File: config.mk
export PLATFORM = sky130hd
export DESIGN_NAME = serial_receiver
export DESIGN_NICKNAME = d
export VERILOG_FILES = /design/src/rtl/serial_receiver.sv
export SDC_FILE = /design/constraint.sdc
export NUM_CORES = 1
export LEC_CHECK = 0
export ABC_AREA = 1
export CAP_MARGIN = 20
export CORE_MARGIN = 4
export CORE_UTILIZATION = 50
export CTS_BUF_LIST = sky130_fd_sc_hd__clkbuf_2
export DETAILED_ROUTE_END_ITERATION = 6
export GPL_TIMING_DRIVEN = 0
export PLACE_DENSITY = 0.77
export SLEW_MARGIN = 10
export SYNTH_ARGS = -nofsm -noshare
export SYNTH_HDL_FRONTEND = slang
export SYNTH_SLANG_ARGS = --single-unit
export TNS_END_PERCENT = 20
File: constraint.sdc
create_clock -name clk -period 1.2 [get_ports clk]
set_input_delay 0.36 -clock clk [delete_from_list [all_inputs] [get_ports clk]]
set_output_delay 0.36 -clock clk [all_outputs]
set_load 0.01 [all_outputs]
File: src/rtl/serial_receiver.sv
// serial_receiver
//   Consumer end of a 1-bit buffered serial line. Frames are one start bit
//   (0), WIDTH data bits LSB first, then one stop bit (1); the idle line is 1.
//   The line is sampled only on clocks where the bit strobe en is high.
//   Good frames update s and pulse valid for one cycle. A stop bit sampled
//   as 0 pulses err for one cycle and parks the FSM in BREAK until the line
//   returns high, so a stuck-low line is not read as repeated start bits.
// Ports
//   clk    : clock, all state changes on the rising edge
//   reset  : synchronous, active-high
//   en     : bit strobe, p is sampled only when en=1
//   p      : serial line input (idle = 1)
//   s      : last correctly received word
//   valid  : one-cycle pulse, s updated with a new word
//   err    : one-cycle pulse, stop bit sampled as 0
//   busy   : 1 while the FSM is not IDLE
module serial_receiver #(
  parameter int WIDTH = 8
) (
  input  logic             clk,
  input  logic             reset,
  input  logic             en,
  input  logic             p,
  output logic [WIDTH-1:0] s,
  output logic             valid,
  output logic             err,
  output logic             busy
);

  // Counter is wide enough to hold WIDTH, so the increment after the last
  // data bit never wraps.
  localparam int CW = $clog2(WIDTH + 1);

  typedef enum logic [1:0] {
    IDLE  = 2'd0,
    DATA  = 2'd1,
    STOP  = 2'd2,
    BREAK = 2'd3
  } state_t;

  state_t           state;
  logic [CW-1:0]    cnt;
  logic [WIDTH-1:0] shift;

  always_ff @(posedge clk) begin
    if (reset) begin
      state <= IDLE;
      cnt   <= '0;
      shift <= '0;
      s     <= '0;
      valid <= 1'b0;
      err   <= 1'b0;
    end else begin
      // Pulses last exactly one cycle regardless of en.
      valid <= 1'b0;
      err   <= 1'b0;
      if (en) begin
        case (state)
          IDLE: begin
            if (!p) begin
              state <= DATA;
              cnt   <= '0;
            end
          end
          DATA: begin
            // Decoded write keeps the index width-matched to shift.
            for (int i = 0; i < WIDTH; i++)
              if (cnt == CW'(i)) shift[i] <= p;
            cnt <= cnt + CW'(1);
            if (cnt == CW'(WIDTH - 1)) state <= STOP;
          end
          STOP: begin
            if (p) begin
              s     <= shift;
              valid <= 1'b1;
              state <= IDLE;
            end else begin
              err   <= 1'b1;
              state <= BREAK;
            end
          end
          BREAK: begin
            if (p) state <= IDLE;
          end
          default: state <= IDLE;
        endcase
      end
    end
  end

  assign busy = (state != IDLE);

endmodule

; ---- Yosys cells after proc, flatten, opt, wreduce, memory -nomap -nowiden
; Index checks and enable logic that the tools add are counted.
[totals]
output_inout_bits = 11
register_bits = 24
elab_cells = 54
[op_classes]
bitwise_logic = 2
muxes = 9
addsub = 1
eq_ne = 13
reduce_logical = 16
[ops]
columns = cell, n
row1 = 3-bit AND reduction, 10
row2 = 4-bit by 3-bit equality test with 1-bit output (second input constant), 4
row3 = 4-bit by 2-bit equality test with 1-bit output (second input constant), 2
row4 = 2-bit two-way mux, 4
row5 = 2-bit case mux with 4 select lines, 1
row6 = 4-bit case mux with 2 select lines, 1
row7 = 2-bit inequality test (second input constant), 3
row8 = 4-bit by 1-bit adder with 4-bit output (second input constant), 1
row9 = 2-bit equality test (second input constant), 2
row10 = 4-bit by 1-bit equality test with 1-bit output (second input constant), 1
row11 = 4-bit zero test, 1
row12 = 4-bit two-way mux, 1
row13 = 4-bit AND reduction, 1
row14 = 2-bit nonzero test, 2
row15 = 3-bit OR reduction, 1
row16 = 2-bit by 1-bit equality test with 1-bit output (second input constant), 1
row17 = 2-bit zero test, 1
row18 = 1-bit two-way mux, 2
row19 = 1-bit NOT, 2

; ---- Logic depth before layout (Yosys ltp)
; Gate-level depths: netlist of run 1.
[depth]
depth_word = 3
depth_mapped = 7

; ---- Worst setup path before layout of run 1
; No wires, ideal clock.
[synth_path]
path_type = flip-flop to flip-flop
start = register cnt[1]
end = register state[0]
arrival_time_ps = 1003
setup_time_ps = 115
slack_ps = 82
path_stages_with_launch = 7
path_buffers = 0
period_less_slack_ps = 1118
path_cell_list = dfxtp_1 > ha_1 > inv_1 > nor2_1 > nand2_2 > a21oi_1 > nor2_1
[synth_between]
elab_chain_len = 3
[synth_rtl]
columns = item, line
row1 = "start, declared", 42  ; logic [CW-1:0] cnt;
row2 = "start signal, assigned", 69  ; cnt <= cnt + CW'(1);
row3 = 4-bit by 3-bit equality test with 1-bit output, 70  ; if (cnt == CW'(WIDTH - 1)) state <= STOP;
row4 = 2-bit inequality test (no line), --
row5 = 4-bit AND reduction (no line), --
row6 = "end signal, assigned", 70
row7 = "end signal, assigned", 76  ; state <= IDLE;
row8 = "end signal, assigned", 79  ; state <= BREAK;
row9 = "end, declared", 41  ; state_t state;
; No other way between the ends.
; A chain may end at the register's enable or synchronous reset.

; ---- Worst setup path in the final report of run 1
[layout_path]
start = register state[1]
end = output port busy
[layout_between]
elab_chain_len = 1
[layout_rtl]
columns = item, line
row1 = "start signal, assigned", 47  ; state <= IDLE;
row2 = "start signal, assigned", 61  ; state <= DATA;
row3 = "start signal, assigned", 70
row4 = 2-bit nonzero test, 91  ; assign busy = (state != IDLE);
row5 = "end, declared", 27  ; output logic busy
; No other way between the ends.

==> out/metrics.csv, run 1 <==
stage,metric,value,unit
floorplan,starting density of the core,53.19,%
sta,setup slack after layout,-0.1071,ns
power_and_ir_drop,Int Power,1.208,mW
route,DR vias/cell,5.265,
global_routing,first-pass GRT wire length,3732,µm
logic_synthesis,"Avg Cell Area, Syn",7.098,µm²
route,WL/cell,11.86,µm
clock_network,Clock Pin Slew Worst Setup and Hold Paths,0.21,ns
power_and_ir_drop,Clk pwr share,32.6,%
clock_network,H-Tree Depth,1,
floorplan,num ports,15,
floorplan,die width,54.15,µm
global_routing,initial antenna violation count,0,
global_routing,largest net degree at the start of global routing,15,
clock_network,clk sink count,24,
cells_and_area,"non-filler cells, final",200,
logic_synthesis,ys async rst share,0,%
cells_and_area,fin nets,182,
worst_hold_path,worst hold path type,primary input to flip-flop,
placed_design,RePlAce Congestion,0.8594,
route,DR iter-0 viols,49,
logic_synthesis,Yosys cell types,20,
logic_synthesis,cells after synthesis,150,
sta,Final Hold Viols,0,
setup_path,CP startpoint kind,flip-flop,
power_and_ir_drop,Seq pwr share,52.1,%
logic_synthesis,register area share after synthesis,45.12,%
power_and_ir_drop,Net Sw Frac,24.52,%
power_and_ir_drop,switching power,392.3,µW
setup_path,Reg2Reg Setup Slack,-0.03,ns
worst_hold_path,hold path startpoint,p,
logic_synthesis,Yosys top cell area share,45.12,%
sta,RSZ-0062 raised after global routing,true,
clock_network,CTS buffer count,3,
sta,clock skew,0.002106,ns
cells_and_area,post-layout util,71.50,%
logic_synthesis,top_reg_cell synth,dfxtp_1,
clock_network,clk_lat worst skew,0.33,ns
sta,Worst slew margin,81.17,%
route,drt pass-1 iters,4,
placed_design,Final HPWL DP,1570,µm
logic_synthesis,"Cell Area, Synth",1065,µm²
logic_synthesis,most common cell in the netlist,nor2_1,
placed_design,Placed Instances,190,
sta,final setup vio count,3,
logic_synthesis,Synth area leaders,"dfxtp_1 45%, nor2_1 13%, nand2_1 9.2%",
logic_synthesis,YS warnings,0,
run,max cap viols,0,
power_and_ir_drop,leakage,0.6055,nW
sta,Achievable Freq,765.1,MHz
sta,final worst-path cycle share,108.9,%
clock_network,CTS root buffer,clkbuf_2,
setup_path,crit end category,output pin,
sta,fin. max-slew vios,0,
power_and_ir_drop,pwr dens,1118,nW/µm²
floorplan,Die Y-Extent,54.15,µm
power_and_ir_drop,part of the power in combinational logic,15.3,%
logic_synthesis,top post-synthesis cells by count,"38 x nor2_1, 26 x nand2_1, 24 x dfxtp_1",
sta,crit path time final,1.307,ns
power_and_ir_drop,peak supply drop,1.055,mV
setup_path,RR Startpoint,state[1],
route,residual DRC count,0,
logic_synthesis,number of synthesized register bits,24,
clock_network,TritonCTS clock tree,yes,
setup_path,Arrival @ worst endpoint,0.95,ns
run_status,outcome,finished with violations,
floorplan,Rows,16,
floorplan,Core Area,2002,µm²
global_routing,total gr overflow,0,
logic_synthesis,number of flops mapped to enable cells by yosys,0,
cells_and_area,Area Overhead vs Synth,34.43,%
route,remaining antenna violation count,0,
global_routing,vias in the first global route,941,
sta,Slew @ Worst Pin,0.2821,ns
setup_path,crit path from,state[1],
setup_path,kind of critical path,flip-flop to output pin,
global_routing,GRT Resource Usage Total,17.48,%
route,via count,1053,
setup_path,worst-path fanout max,2,
route,drt total wl,2371,µm
clock_network,maximum clock path buffer count,2,
logic_synthesis,largest area contributor in the netlist,dfxtp_1,
cells_and_area,diode count,0,
run_status,failing checks,negative setup slack,
cells_and_area,share of cells above drive strength 1,33.53,%
placed_design,IO buf count,13,
logic_synthesis,syn_nets,158,
setup_path,Worst Path Required,0.84,ns
floorplan,Die ar.,2932,µm²
-- what timing repair did --
action,4_1_cts,5_1_grt
buffers inserted,4,2
pin swaps,0,6
hold buffers,0,0
endpoints found under the setup margin,27,30
resized for setup,74,27
cloned,0,0
-- metal layers --
layer | global-route usage (%) | vias to the layer above | wire length, µm
met5 | 0 | - | 0
met4 | 5.394 | 0 | 68
met3 | 5.817 | 10 | 162
met2 | 30.48 | 47 | 1134
met1 | 19.90 | 464 | 1006
li1 | - | 532 | -
-- logic make-up after synthesis --
| group | synth area share, % |
|---|---|
| buffers and inverters | 5.757 |
| adder cells (fa/ha/maj) | 4.701 |
| AO/OA/AOI/OAI | 11.28 |
| flip-flops | 45.12 |
| AND/OR/NAND/NOR | 33.14 |
-- worst max-delay path, stage by stage, from the launching register on --
cell and delay (ns):
dfxtp_2 0.38, inv_2 0.06, nand2_2 0.06, buf_6 0.12
-- area by class of cell --
type | instances | area (µm²)
tap | 27 | 33.78
timing repair buffer | 19 | 176.4
multi-input combinational | 110 | 605.6
clock inverter | 1 | 30.03
clock buffer | 3 | 15.01
fill | 153 | 570.5
sequential | 24 | 501.7
inverter | 14 | 56.30
buffer | 2 | 12.51
-- final timing paths --
| path | depth (start not counted) | end |
|---|---|---|
| hold / removal | 2 | err |
| hold reg to reg | 2 | shift[7] |
| setup / recovery | 3 | busy |
| setup reg to reg | 8 | state[0] |
-- sequential cells by signal, summed over array words and instances (netlist names) --
name	flops
err	1
state	2
shift	8
valid	1
s	8
cnt	4
-- through the flow --
stage | cell area, µm² | power (mW) | hold WS, ns | TNS, ns | worst slack (ns)
after floorplan | 1065 | 0.9618 | 0.4291 | 0 | 0.08176
after global placement | 1229 | 1.020 | 0.4416 | -11.23 | -0.6163
after detailed placement | 1229 | 1.027 | 0.4559 | -11.53 | -0.6159
after CTS | 1338 | 1.570 | 0.2641 | -0.2836 | -0.1288
after global routing | 1431 | 1.678 | 0.2500 | -1.615 | -0.1790
final | 1431 | 1.600 | 0.2870 | -0.1726 | -0.1071
-- power by group through the flow --
stage                     clock network [mW]  logic, mW  registers (mW)
after detailed placement                   0      0.177           0.850
after global placement                     0      0.171           0.849
after CTS                              0.538      0.197           0.835
after floorplan                            0      0.110           0.852
after global routing                   0.570      0.272           0.837
final                                  0.521      0.245           0.834
-- cells in the final DEF (no fill, tap or decap), types with 3 or more instances in the layout --
cell type / count
nor2_1: 33
nand2_1: 23
dfxtp_1: 11
dfxtp_2: 11
buf_6: 10
inv_1: 9
o21ai_0: 9
a21oi_1: 9
nand3_1: 9
nor2_4: 6
buf_4: 6
clkbuf_2: 4
inv_2: 3
ha_1: 3
(Power assumes the default switching activity.)
==> run 2, diff against run 1 <==
CTS_CLUSTER_SIZE = 10   (was unset)
==> results of run 2 <==
Final layout, timing and power as in run 1 (identical DEF).
